==> config.mk <==
export PLATFORM = sky130hd
export DESIGN_NAME = nibble_serial_adder
export DESIGN_NICKNAME = d
export VERILOG_FILES = /design/src/rtl/nibble_serial_adder.sv
export SDC_FILE = /design/constraint.sdc
export NUM_CORES = 1
export LEC_CHECK = 0
export CORE_MARGIN = 3
export CORE_UTILIZATION = 59
export CTS_BUF_LIST = sky130_fd_sc_hd__clkbuf_4
export DETAILED_ROUTE_END_ITERATION = 8
export DONT_BUFFER_PORTS = 1
export PLACE_DENSITY_LB_ADDON = 0.1
export SKIP_CTS_REPAIR_TIMING = 1
export SYNTH_ARGS = -nofsm -noshare
export SYNTH_HDL_FRONTEND = slang
export SYNTH_SLANG_ARGS = --single-unit
==> constraint.sdc <==
create_clock -name clk_in -period 2.5 [get_ports clk_in]
set_input_delay 0.125 -clock clk_in [delete_from_list [all_inputs] [get_ports clk_in]]
set_output_delay 0.125 -clock clk_in [all_outputs]
set_load 0.05 [all_outputs]
==> src/rtl/nibble_serial_adder.sv <==
// Nibble-serial adder: one 4-bit carry-lookahead slice reused for NIBBLES cycles.
// Optional signed-overflow output ovf_out is enabled with macro OVERFLOW_FLAG_EN.

module nibble_cla4 (
  input  logic [3:0] a,
  input  logic [3:0] b,
  input  logic       ci,
  output logic [3:0] s,
  output logic       co
);
  logic [3:0] g, p;
  logic [4:0] c;

  assign g    = a & b;
  assign p    = a ^ b;
  assign c[0] = ci;
  assign c[1] = g[0] | (p[0] & ci);
  assign c[2] = g[1] | (p[1] & g[0]) | (p[1] & p[0] & ci);
  assign c[3] = g[2] | (p[2] & g[1]) | (p[2] & p[1] & g[0]) | (p[2] & p[1] & p[0] & ci);
  assign c[4] = g[3] | (p[3] & g[2]) | (p[3] & p[2] & g[1]) | (p[3] & p[2] & p[1] & g[0])
              | (p[3] & p[2] & p[1] & p[0] & ci);
  assign s    = p ^ c[3:0];
  assign co   = c[4];
endmodule

module nibble_serial_adder #(
  parameter int NIBBLES = 4
) (
  input  logic                 clk_in,
  input  logic                 rst_in,
  input  logic [4*NIBBLES-1:0] a_in,
  input  logic [4*NIBBLES-1:0] b_in,
  input  logic                 c_in,
  input  logic                 in_valid,
  output logic                 in_ready,
  output logic [4*NIBBLES-1:0] sum_out,
  output logic                 carry_out,
  output logic                 out_valid,
  input  logic                 out_ready,
  output logic                 busy_out
`ifdef OVERFLOW_FLAG_EN
  ,
  output logic                 ovf_out
`endif
);
  localparam int W  = 4 * NIBBLES;
  localparam int IW = (NIBBLES > 1) ? $clog2(NIBBLES) : 1;

  typedef enum logic [1:0] {IDLE, RUN, DONE} state_t;

  state_t        state, state_nxt;
  logic [W-1:0]  a_q, b_q, sum_q;
  logic          carry_q, cout_q;
  logic [IW-1:0] idx;
  logic [3:0]    a_nib, b_nib, s_nib;
  logic          c_nib;
  logic          accept, last;

  assign accept = (state == IDLE) & in_valid;
  assign last   = (idx == IW'(NIBBLES - 1));
  assign a_nib  = a_q[4*idx +: 4];
  assign b_nib  = b_q[4*idx +: 4];

  nibble_cla4 u_cla (.a(a_nib), .b(b_nib), .ci(carry_q), .s(s_nib), .co(c_nib));

  always_ff @(posedge clk_in) begin
    if (rst_in) state <= IDLE;
    else        state <= state_nxt;
  end

  always_comb begin
    state_nxt = state;
    case (state)
      IDLE:    if (in_valid)  state_nxt = RUN;
      RUN:     if (last)      state_nxt = DONE;
      DONE:    if (out_ready) state_nxt = IDLE;
      default:                state_nxt = IDLE;
    endcase
  end

  always_comb begin
    in_ready  = (state == IDLE);
    busy_out  = (state == RUN);
    out_valid = (state == DONE);
  end

  always_ff @(posedge clk_in) begin
    if (rst_in) begin
      a_q     <= '0;
      b_q     <= '0;
      sum_q   <= '0;
      carry_q <= 1'b0;
      cout_q  <= 1'b0;
      idx     <= '0;
    end else if (accept) begin
      a_q     <= a_in;
      b_q     <= b_in;
      carry_q <= c_in;
      sum_q   <= '0;
      cout_q  <= 1'b0;
      idx     <= '0;
    end else if (state == RUN) begin
      sum_q[4*idx +: 4] <= s_nib;
      carry_q           <= c_nib;
      idx               <= idx + IW'(1);
      if (last) cout_q <= c_nib;
    end
  end

  assign sum_out   = sum_q;
  assign carry_out = cout_q;

`ifdef OVERFLOW_FLAG_EN
  // Carry into bit 3 of the MSB nibble recovered as s ^ a ^ b at that bit.
  logic ovf_q;
  always_ff @(posedge clk_in) begin
    if (rst_in)                    ovf_q <= 1'b0;
    else if (accept)               ovf_q <= 1'b0;
    else if ((state == RUN) && last) ovf_q <= s_nib[3] ^ a_nib[3] ^ b_nib[3] ^ c_nib;
  end
  assign ovf_out = ovf_q;
`endif

endmodule

==> metrics.csv, run 1 <==
stage;metric;value;unit
outcome;status;complete, but fails checks;
outcome;violations;negative setup slack;
yosys;syn-num-nets;308;
placement;gp_congestion;0.7725;
setup_path;reg2reg_slack;-3;ps
die;dieArea;4806;sq um
global_routing;antenna_found_initial;0;
setup_path;cp-start-kind;register;
pwr;leakage;1.130;nW
setup_path;endpoint;sum_out[3];
pwr;p_seq_share;51.1;%
die;fp.dieW;69.33;um
drt;ant_nets;0;
setup_path;slowest_stage;mux4_2;
timing;clock_skew;19.27;ps
yosys;synth_warnings;0;
yosys;synthTopCellsByArea;dfxtp_1 46%, nand2_1 10%, a21oi_1 8.0%, mux4_2 7.6%, ha_1 5.3%;
timing;final_hold_viol_count;0;
pwr;pwr-share-clk;31.7;%
placement;dp_hpwl;3.692;mm
cells_and_area;drive_gt1_share;15.21;%
setup_path;critPathBufInv;1;
min_path;holdCritStartpoint;rst_in;
drt;vias_per_cell;5.922;
timing;rsz0062_at_grt;true;
drt;route.detailed.drc;0;
cells_and_area;final_nets;356;
cells_and_area;diodes;0;
setup_path;crit_family;compound AO/OA/AOI/OAI gates;
global_routing;grt_pass1_wl;8.066;mm
clock_tree;cts_tree;yes;
clock_tree;cts_inserted_buffers;5;
die;rows;22;
timing;holdWs;82.95;ps
pwr;p_sw;0.4750;mW
placement;pre_cts_ws;-41.70;ps
yosys;synthCells;260;
timing;worstMarginPinSlew;966.9;ps
setup_path;critPathMaxStageDelay;540;ps
timing;timing.fmax;399.5;MHz
timing;setup_ws;-3.329;ps
setup_path;crit_cells;6;
yosys;ys_seq_area_share;45.69;%
setup_path;critPathKind;register to register;
cells_and_area;stdcell_area;3049;sq um
clock_tree;clk_pin_slew;160;ps
yosys;syn_area;2366;sq um
cells_and_area;syn_to_final_growth;28.87;%
global_routing;grt_pass1_vias;1746;
setup_path;critPathMaxFanout;5;
cells_and_area;fillers;215;
global_routing;grt_max_degree;38;
clock_tree;htree_num_levels;2;
placement;placed_cell_area;2461;sq um
timing;period_needed;2503;ps
pwr;p_int;1.357;mW
pwr;switching_share;25.93;%
timing;period_share;100.1;%
timing;maxSlewHeadroom;35.30;%
die;pin_count;57;
setup_path;worstReg2RegEnd;sum_out[3];
setup_path;crit_path_start;idx[0];
clock_tree;clk_latency;390;ps
die;die_y;69.33;um
pwr;powerDensity;600.8;nW/um^2
yosys;synth_cell_types;33;
timing;fin_setup_tns;-5.244;ps
cells_and_area;fin_cells;357;
setup_path;critPathRequiredTime;2830;ps
clock_tree;clock-sinks;54;
setup_path;critPathArrivalTime;2840;ps
setup_path;r2r_cells;6;
die;core;3771;sq um
yosys;synth_top_area_cell;dfxtp_1;
yosys;synth_seq_cells;54;
timing;setup_viol;2;
placement;io_buffers;0;
yosys;synth_area_per_cell;9.100;sq um
setup_path;r2r_start;idx[0];
pwr;ir_worst_vdd;0.0006404;V
setup_path;worst_setup_path_end_kind;register;
clock_tree;clockBufferDepth;2;
pwr;combPwrFrac;17.1;%
setup_path;crit_chain;buf_4, mux4_2, ha_4, or3b_4, a2111oi_4, a32o_1;
timing;final-max-slew-violation-count;0;
drt;via_count;2114;
placement;numPlacedInstances;305;
global_routing;gr-total-overflow;0;
min_path;hold_class;input port to register;
run;drv_cap;0;
drt;drt-pass1-iter-count;4;
die;initial_core_util;62.74;%
yosys;synth_top_area_share;45.69;%
drt;initialDrtViolationCount;153;
clock_tree;root_buffer;clkbuf_4;
drt;route.detailed.wl_per_inst;17.34;um
drt;routed_wl;6.191;mm
global_routing;grtUsageTotal;20.64;%
==> worst min-delay path by stage <==
stage / endpoint / slack, ps / depth (start not counted)
final: sum_out[7] / 80 / 2
after global routing: sum_out[3] / 80 / 2
after CTS: b_q[6] / -220 / 1
after detailed placement: b_q[6] / 200 / 1
after global placement: b_q[6] / 200 / 1
after floorplan: a_q[0] / 260 / 2
==> sequential cells by signal, summed over array words and instances (netlist names) <==
signal     cells
idx            2
sum_out       16
carry_out      1
carry_q        1
b_q           16
a_q           16
state          2
==> synth_stat cells <==
library cell,instances
a2111oi_4,1
a211oi_1,1
a21oi_1,38
a22oi_1,8
a311oi_1,1
a32o_1,4
a32oi_1,4
buf_2,4
buf_6,1
clkbuf_1,11
dfxtp_1,54
fa_1,1
ha_1,10
inv_1,3
mux4_2,8
nand2_1,66
nand2b_1,2
nand3_1,1
nand3b_1,4
nor2_1,21
nor2b_1,3
nor3_1,1
nor3b_2,1
nor4_1,2
nor4b_1,2
nor4b_2,1
o21ai_0,1
o21bai_1,1
or2_1,1
or3_1,1
or3b_1,1
xnor2_1,1
xor2_1,1
==> area by class of cell <==
cell class / count / area [sq um] / area share (%)
repair buffers: 57 / 538.0 / 17.64
clock inverters: 3 / 63.81 / 2.093
well taps: 48 / 60.06 / 1.970
multi-input cells: 187 / 1252 / 41.08
clock buffers: 5 / 37.54 / 1.231
flip-flops and latches: 54 / 1086 / 35.62
inverters: 3 / 11.26 / 0.3693
==> placed cells by master (no fill, tap or decap), types with 3 or more instances in the layout <==
cell type      netlist  routed
a21oi_1             38      38
a22oi_1              8       8
a32o_1               4       4
a32oi_1              4       4
buf_4                0      18
clkbuf_4             0       5
dfxtp_1             54      52
dlygate4sd3_1        0      36
ha_1                10       7
ha_4                 0       3
inv_1                3       3
mux4_2               8       8
nand2_1             66      66
nand3b_1             4       4
nor2_1              21      19
nor2b_1              3       3
==> metrics by stage <==
stage	total power, mW	util (%)
3_5_place_dp	1.174	65.26
6_report	1.832	80.86
4_1_cts	1.745	67.95
3_3_place_gp	1.168	65.26
5_1_grt	1.901	80.86
2_1_floorplan	1.126	-
==> power groups by stage <==
stage / combinational [mW] / sequential, mW / clock, mW
2_1_floorplan: 0.184 / 0.941 / 0
3_3_place_gp: 0.213 / 0.956 / 0
3_5_place_dp: 0.218 / 0.957 / 0
4_1_cts: 0.219 / 0.938 / 0.588
5_1_grt: 0.340 / 0.941 / 0.621
6_report: 0.314 / 0.937 / 0.582
==> cells by family (layout without fill, tap and decap cells) <==
kind of cell,Yosys count,count (layout),synth area share [%]
compound gates,59,59,16.13
fa+ha+maj,11,11,6.134
flops,54,54,45.69
xor+xnor,2,2,0.7405
buf+inv,19,68,3.543
mux,8,8,7.615
simple gates,107,107,20.15
==> worst reg2reg max path: cells and delay by family, from the launching register on <==
family / cells / cell delay [ps]
compound gates: 2 / 630
mux: 1 / 540
flops: 1 / 420
simple gates: 1 / 400
fa+ha+maj: 1 / 300
buf+inv: 1 / 150
==> routing by layer <==
| layer | global-route usage [%] | routed length, um | vias to the layer above | share of wire, % |
|---|---|---|---|---|
| met5 | 0 | 0 | - | 0 |
| li1 | - | - | 1005 | - |
| met3 | 6.667 | 352 | 13 | 5.7 |
| met4 | 8.243 | 114 | 0 | 1.8 |
| met1 | 24.52 | 2451 | 1024 | 40 |
| met2 | 34.43 | 3273 | 72 | 53 |
Note: power is estimated with default switching activity, not from simulation.
==> run 2: changes to the inputs <==
SETUP_SLACK_MARGIN = 0.5   (was unset)
==> run 2 against run 1 <==
  * The flow now finishes without violations
  * Power is 12% lower
  * Cell area is 2.6% lower
  * Flip-flop and latch count stayed put
  * Core utilization is 2.1 points lower
  * Critical path depth stayed put
  * Maximum frequency is 5.0% higher
  * Global-route usage is 0.13 points lower
  * Largest cell class unchanged
  * Hold slack worse by 8.3 ps
  * Final cell count is 1.4% lower
  * Clock power is 36% lower
  * Clock skew is 11 ps lower
==> metrics.csv, run 2 (same netlist as run 1, synthesis figures left out) <==
stage;metric;value;unit;change
outcome;status;completed;;
timing;period_share;95.34;%;-4.8 points
min_path;holdCritStartpoint;rst_in;;
die;die_y;69.33;um;unchanged
timing;final_hold_viol_count;0;;unchanged
die;core;3771;sq um;unchanged
drt;route.detailed.drc;0;;unchanged
cells_and_area;syn_to_final_growth;25.49;%;
drt;initialDrtViolationCount;82;;-46%
timing;fin_setup_tns;0;ps;+5.244 ps
min_path;hold_end;sum_out[11];;
drt;met3_length;269;um;-24%
timing;period_needed;2383;ps;-119.9 ps
setup_path;worst_setup_path_end_kind;register;;
setup_path;crit_family;compound AO/OA/AOI/OAI gates;;
timing;clock_skew;8.697;ps;-10.58 ps
clock_tree;root_buffer;clkbuf_4;;
setup_path;critPathMaxFanout;6;;+1
cells_and_area;layout_commonest_cell;nand2_1;;
placement;dp_hpwl;3.593;mm;-2.7%
global_routing;grtUsageTotal;20.51;%;-0.13 points
setup_path;critPathArrivalTime;2710;ps;-130 ps
setup_path;r2r_start;idx[0];;
die;dieArea;4806;sq um;unchanged
min_path;min_path_cells;2;;unchanged
drt;route.detailed.wl_per_inst;16.53;um;-4.7%
drt;vias_per_cell;5.798;;-2.1%
die;initial_core_util;62.74;%;unchanged
setup_path;critPathKind;register to register;;
timing;setup_ws;116.6;ps;+119.9 ps
die;rows;22;;unchanged
placement;numPlacedInstances;304;;-0.33%
setup_path;critPathRequiredTime;2830;ps;about the same
drt;routed_wl;5.817;mm;-6.0%
clock_tree;clock-sinks;54;;unchanged
placement;pre_cts_ws;62.77;ps;+104.5 ps
run;drv_cap;0;;unchanged
clock_tree;clk_latency;370;ps;-20 ps
setup_path;critPathMaxStageDelay;570;ps;+30 ps
clock_tree;cts_inserted_buffers;5;;unchanged
min_path;hold_class;input port to register;;
pwr;leakage;1.095;nW;-3.1%
setup_path;reg2reg_slack;120;ps;+120 ps
die;fp.dieW;69.33;um;unchanged
setup_path;crit_chain;mux4_2, ha_4, a211oi_2, or3b_4, a2111oi_4, a32o_1;;
drt;wl_met2;3.111;mm;-4.9%
setup_path;r2r_cells;6;;unchanged
setup_path;cp-start-kind;register;;
clock_tree;clockBufferDepth;2;;unchanged
cells_and_area;diodes;0;;unchanged
global_routing;gr-total-overflow;0;;unchanged
setup_path;crit_path_start;idx[0];;
setup_path;worstReg2RegEnd;sum_out[15];;
cells_and_area;final_nets;351;;-1.4%
pwr;powerDensity;541.6;nW/um^2;-9.9%
placement;io_buffers;0;;unchanged
drt;ant_nets;0;;unchanged
cells_and_area;stdcell_area;2969;sq um;-2.6%
drt;via_count;2041;;-3.5%
global_routing;grt_max_degree;38;;unchanged
timing;worstMarginPinSlew;594.6;ps;-372.4 ps
pwr;ir_worst_vdd;0.0004576;V;-29%
global_routing;grt_pass1_wl;7.962;mm;-1.3%
global_routing;antenna_found_initial;0;;unchanged
die;pin_count;57;;unchanged
placement;gp_congestion;0.7645;;-1.0%
clock_tree;clk_pin_slew;150;ps;about the same
clock_tree;cts_tree;yes;;
cells_and_area;fillers;257;;+20%
timing;maxSlewHeadroom;60.32;%;+25 points
timing;rsz0062_at_grt;true;;
timing;final-max-slew-violation-count;0;;unchanged
placement;placed_cell_area;2480;sq um;+0.76%
global_routing;grt_pass1_vias;1656;;-5.2%
drt;met1_length;2.342;mm;-4.4%
cells_and_area;final_util;78.73;%;-2.1 points
cells_and_area;fin_cells;352;;-1.4%
timing;timing.fmax;419.6;MHz;+5.0%
timing;setup_viol;0;;-2
setup_path;critPathBufInv;0;;-1
setup_path;crit_cells;6;;unchanged
drt;drt-pass1-iter-count;4;;unchanged
cells_and_area;drive_gt1_share;14.80;%;-0.41 points
setup_path;slowest_stage;mux4_2;;
drt;routed.top_layer;met4;;
clock_tree;htree_num_levels;2;;unchanged
cells_and_area;layout_common_cells;66 x nand2_1, 52 x dfxtp_1, 38 x a21oi_1;;
[run 2: power by group]
part           switching, mW  internal (mW)  total, mW
logic                  0.159          0.140      0.299
clock network          0.267          0.106      0.372
registers             0.0368          0.899      0.936
total                  0.462           1.15       1.61
[run 2: final cells by class]
class                      count  area [sq um]  area share [%]
multi-input combinational    187          1270           42.77
timing repair buffer          52         488.0           16.43
clock buffer                   5         37.54           1.264
inverter                       3         11.26          0.3793
sequential                    54          1086           36.58
tap                           48         60.06           2.023
clock inverter                 3         16.27          0.5478
[run 2: through the flow]
stage / power (mW) / hold slack (ps)
after global routing: 1.676 / 57.98
final: 1.608 / 74.70
after detailed placement: 1.175 / 199.0
after CTS: 1.536 / -211.9
after global placement: 1.169 / 196.6
after floorplan: 1.132 / 261.0
[run 2: worst max path at each step]
stage	end	slack [ps]
global placement	sum_out[11]	80
finish	sum_out[15]	120
CTS	sum_out[15]	10
detailed placement	sum_out[15]	60
global route	sum_out[11]	60
floorplan	sum_out[11]	60
[run 2: layer usage]
layer	global-route usage, %	vias up
met3	5.507	11
met4	5.857	0
met5	0	-
li1	-	989
met1	26.43	986
met2	33.79	55
==> run 3: changes to the inputs <==
ABC_AREA = 1   (was unset)
SETUP_SLACK_MARGIN = 0.2   (was 0.5)
==> run 3 against run 2 <==
  * Non-clock buffer count is 8 lower
  * Highest routed layer unchanged
  * Die area is 4.4% higher
  * Power is 5.4% higher
  * Flip-flop and latch count stayed put
  * Sequential share of layout area is 0.12 points higher
  * Clock-buffer cell count stayed put
==> metrics.csv, run 3 <==
stage;metric;value;unit;change
die;fp.dieW;70.83;um;+2.2%
outcome;status;completed;;
setup_path;worstReg2RegEnd;sum_out[15];;
clock_tree;root_buffer;clkbuf_4;;
setup_path;critPathRequiredTime;2770;ps;-60 ps
pwr;leakage;1.185;nW;+8.3%
clock_tree;clk_latency;380;ps;about the same
cells_and_area;stdcell_area;2949;sq um;-0.67%
timing;fin_setup_tns;0;ps;unchanged
placement;dp_hpwl;3.851;mm;+7.2%
global_routing;grtUsageTotal;21.21;%;+0.69 points
yosys;synthArstFlopShare;0;%;unchanged
timing;maxSlewHeadroom;49.22;%;-11 points
setup_path;r2r_start;idx[0];;
cells_and_area;syn_to_final_growth;18.92;%;
yosys;synthFlopType;dfxtp_1;;
die;die_y;70.83;um;+2.2%
clock_tree;clk_pin_slew;140;ps;about the same
placement;placed_cell_area;2507;sq um;+1.1%
placement;io_buffers;0;;unchanged
die;dieArea;5017;sq um;+4.4%
min_path;hold_class;input port to register;;
global_routing;grt_max_degree;36;;-5.3%
yosys;synth_seq_cells;54;;unchanged
drt;drt-pass1-iter-count;5;;+1
drt;routed_wl;5.971;mm;+2.6%
die;core;3854;sq um;+2.2%
run;drv_cap;0;;unchanged
yosys;synth_top_area_cell;dfxtp_1;;
pwr;powerDensity;574.6;nW/um^2;+6.1%
clock_tree;clock-sinks;54;;unchanged
timing;timing.fmax;469.3;MHz;+12%
die;initial_core_util;64.35;%;+1.6 points
yosys;synthCells;333;;+28%
setup_path;critPathKind;register to register;;
setup_path;critPathArrivalTime;2410;ps;-300 ps
yosys;synth.most_common_cell;nor2_1;;
global_routing;grt_pass1_vias;1866;;+13%
placement;pre_cts_ws;381.4;ps;+318.7 ps
yosys;synth_cell_types;29;;-12%
min_path;hold_end;carry_q;;
yosys;ys_seq_area_share;43.59;%;-2.1 points
timing;setup_ws;369.0;ps;+252.4 ps
clock_tree;htree_num_levels;2;;unchanged
global_routing;gr-total-overflow;0;;unchanged
timing;period_needed;2131;ps;-252.4 ps
clock_tree;clockBufferDepth;2;;unchanged
pwr;ir_worst_vdd;0.0004652;V;+1.7%
die;rows;22;;unchanged
min_path;min_path_cells;2;;unchanged
timing;clock_skew;7.795;ps;-0.9014 ps
clock_tree;cts_tree;yes;;
timing;holdWs;12.13;ps;-62.57 ps
clock_tree;cts_inserted_buffers;5;;unchanged
global_routing;grt_pass1_wl;8.694;mm;+9.2%
yosys;syn-num-nets;381;;+24%
drt;route.detailed.drc;0;;unchanged
yosys;syn_area;2480;sq um;+4.8%
min_path;holdCritStartpoint;c_in;;
drt;vias_per_cell;5.578;;-3.8%
timing;final-max-slew-violation-count;0;;unchanged
cells_and_area;diodes;0;;unchanged
timing;rsz0062_at_grt;false;;
placement;gp_congestion;0.8425;;+10%
timing;period_share;85.24;%;-10 points
yosys;synthTopCellsByArea;dfxtp_1 44%, nor2_1 13%, o21ai_0 10%, nand2_1 6.5%, ha_1 5.0%;;
drt;ant_nets;0;;unchanged
cells_and_area;layout_common_cells;89 x nor2_1, 53 x dfxtp_1, 50 x o21ai_0;;
yosys;synth_top_cells_by_count;89 x nor2_1, 54 x dfxtp_1, 50 x o21ai_0;;
drt;route.detailed.wl_per_inst;14.25;um;-14%
cells_and_area;final_nets;418;;+19%
timing;final_hold_viol_count;0;;unchanged
timing;setup_viol;0;;unchanged
drt;via_count;2337;;+15%
setup_path;critPathMaxFanout;7;;+1
setup_path;worst_setup_path_end_kind;register;;
yosys;synth_area_per_cell;7.447;sq um;-18%
yosys;synth_edf_count;0;;unchanged
setup_path;r2r_cells;12;;+6
die;pin_count;57;;unchanged
yosys;synth_warnings;0;;unchanged
setup_path;cp-start-kind;register;;
setup_path;reg2reg_slack;370;ps;+250 ps
yosys;synth_top_area_share;43.59;%;-2.1 points
drt;initialDrtViolationCount;142;;+73%
cells_and_area;drive_gt1_share;9.973;%;-4.8 points
cells_and_area;layout_commonest_cell;nor2_1;;
timing;worstMarginPinSlew;760.9;ps;+166.3 ps
global_routing;antenna_found_initial;0;;unchanged
[run 3: cell type report]
class / count / area (sq um)
clock buffer: 5 / 37.54
fill: 312 / 904.6
sequential: 54 / 1082
tap: 48 / 60.06
timing repair buffer: 44 / 412.9
clock inverter: 3 / 16.27
multi-input combinational: 247 / 1260
timing repair inverter: 1 / 5.005
inverter: 17 / 75.07
[run 3: metal layers]
metal / wire, um / up-vias / share of wire, % / GRT usage [%]
met3: 332 / 6 / 5.6 / 5.256
met1: 2729 / 1086 / 46 / 30.85
li1: - / 1173 / - / -
met5: 0 / - / 0 / 0
met2: 2841 / 72 / 48 / 31.20
met4: 67 / 0 / 1.1 / 6.054
[run 3: worst max path at each step]
stage	from	to
2_1_floorplan	idx[0]	carry_out
3_3_place_gp	idx[0]	sum_out[7]
3_5_place_dp	idx[0]	sum_out[7]
4_1_cts	idx[0]	sum_out[7]
5_1_grt	idx[0]	carry_out
6_report	idx[0]	sum_out[15]
[run 3: where the power goes]
group	switching [mW]	total, mW	internal, mW	leakage (nW)
Combinational	0.216	0.363	0.146	0.713
Clock	0.267	0.372	0.105	0.0286
Sequential	0.0473	0.960	0.912	0.444
Total	0.531	1.69	1.16	1.19
[run 3: through the flow]
step / std cells / power, mW / util, %
2_1_floorplan: 333 / 1.213 / -
3_3_place_gp: 372 / 1.263 / 65.06
3_5_place_dp: 372 / 1.272 / 65.06
4_1_cts: 380 / 1.635 / 66.46
5_1_grt: 419 / 1.793 / 76.53
6_report: 419 / 1.695 / 76.53
[run 3: critical path, stage by stage, from the launching register on]
cell and delay [ps]:
dfxtp_2 410, clkinvlp_4 150, clkbuf_2 180, nor2_1 120
o22ai_1 100, ha_1 330, or2_2 290, nand2_1 80
nand2_1 70, nand2_1 70, nand2_2 80, nand4_1 80
a21oi_1 70
[run 3: cells by family (layout without fill, tap and decap cells)]
kind of cell | count (synthesis) | count (layout) | share of synthesized area (%)
AO/OA/AOI/OAI | 80 | 80 | 17.00
buffers and inverters | 32 | 70 | 6.004
flip-flops | 54 | 54 | 43.59
adder cells (fa/ha/maj) | 11 | 11 | 5.853
XOR/XNOR | 1 | 1 | 0.3532
AND/OR/NAND/NOR | 155 | 155 | 27.19
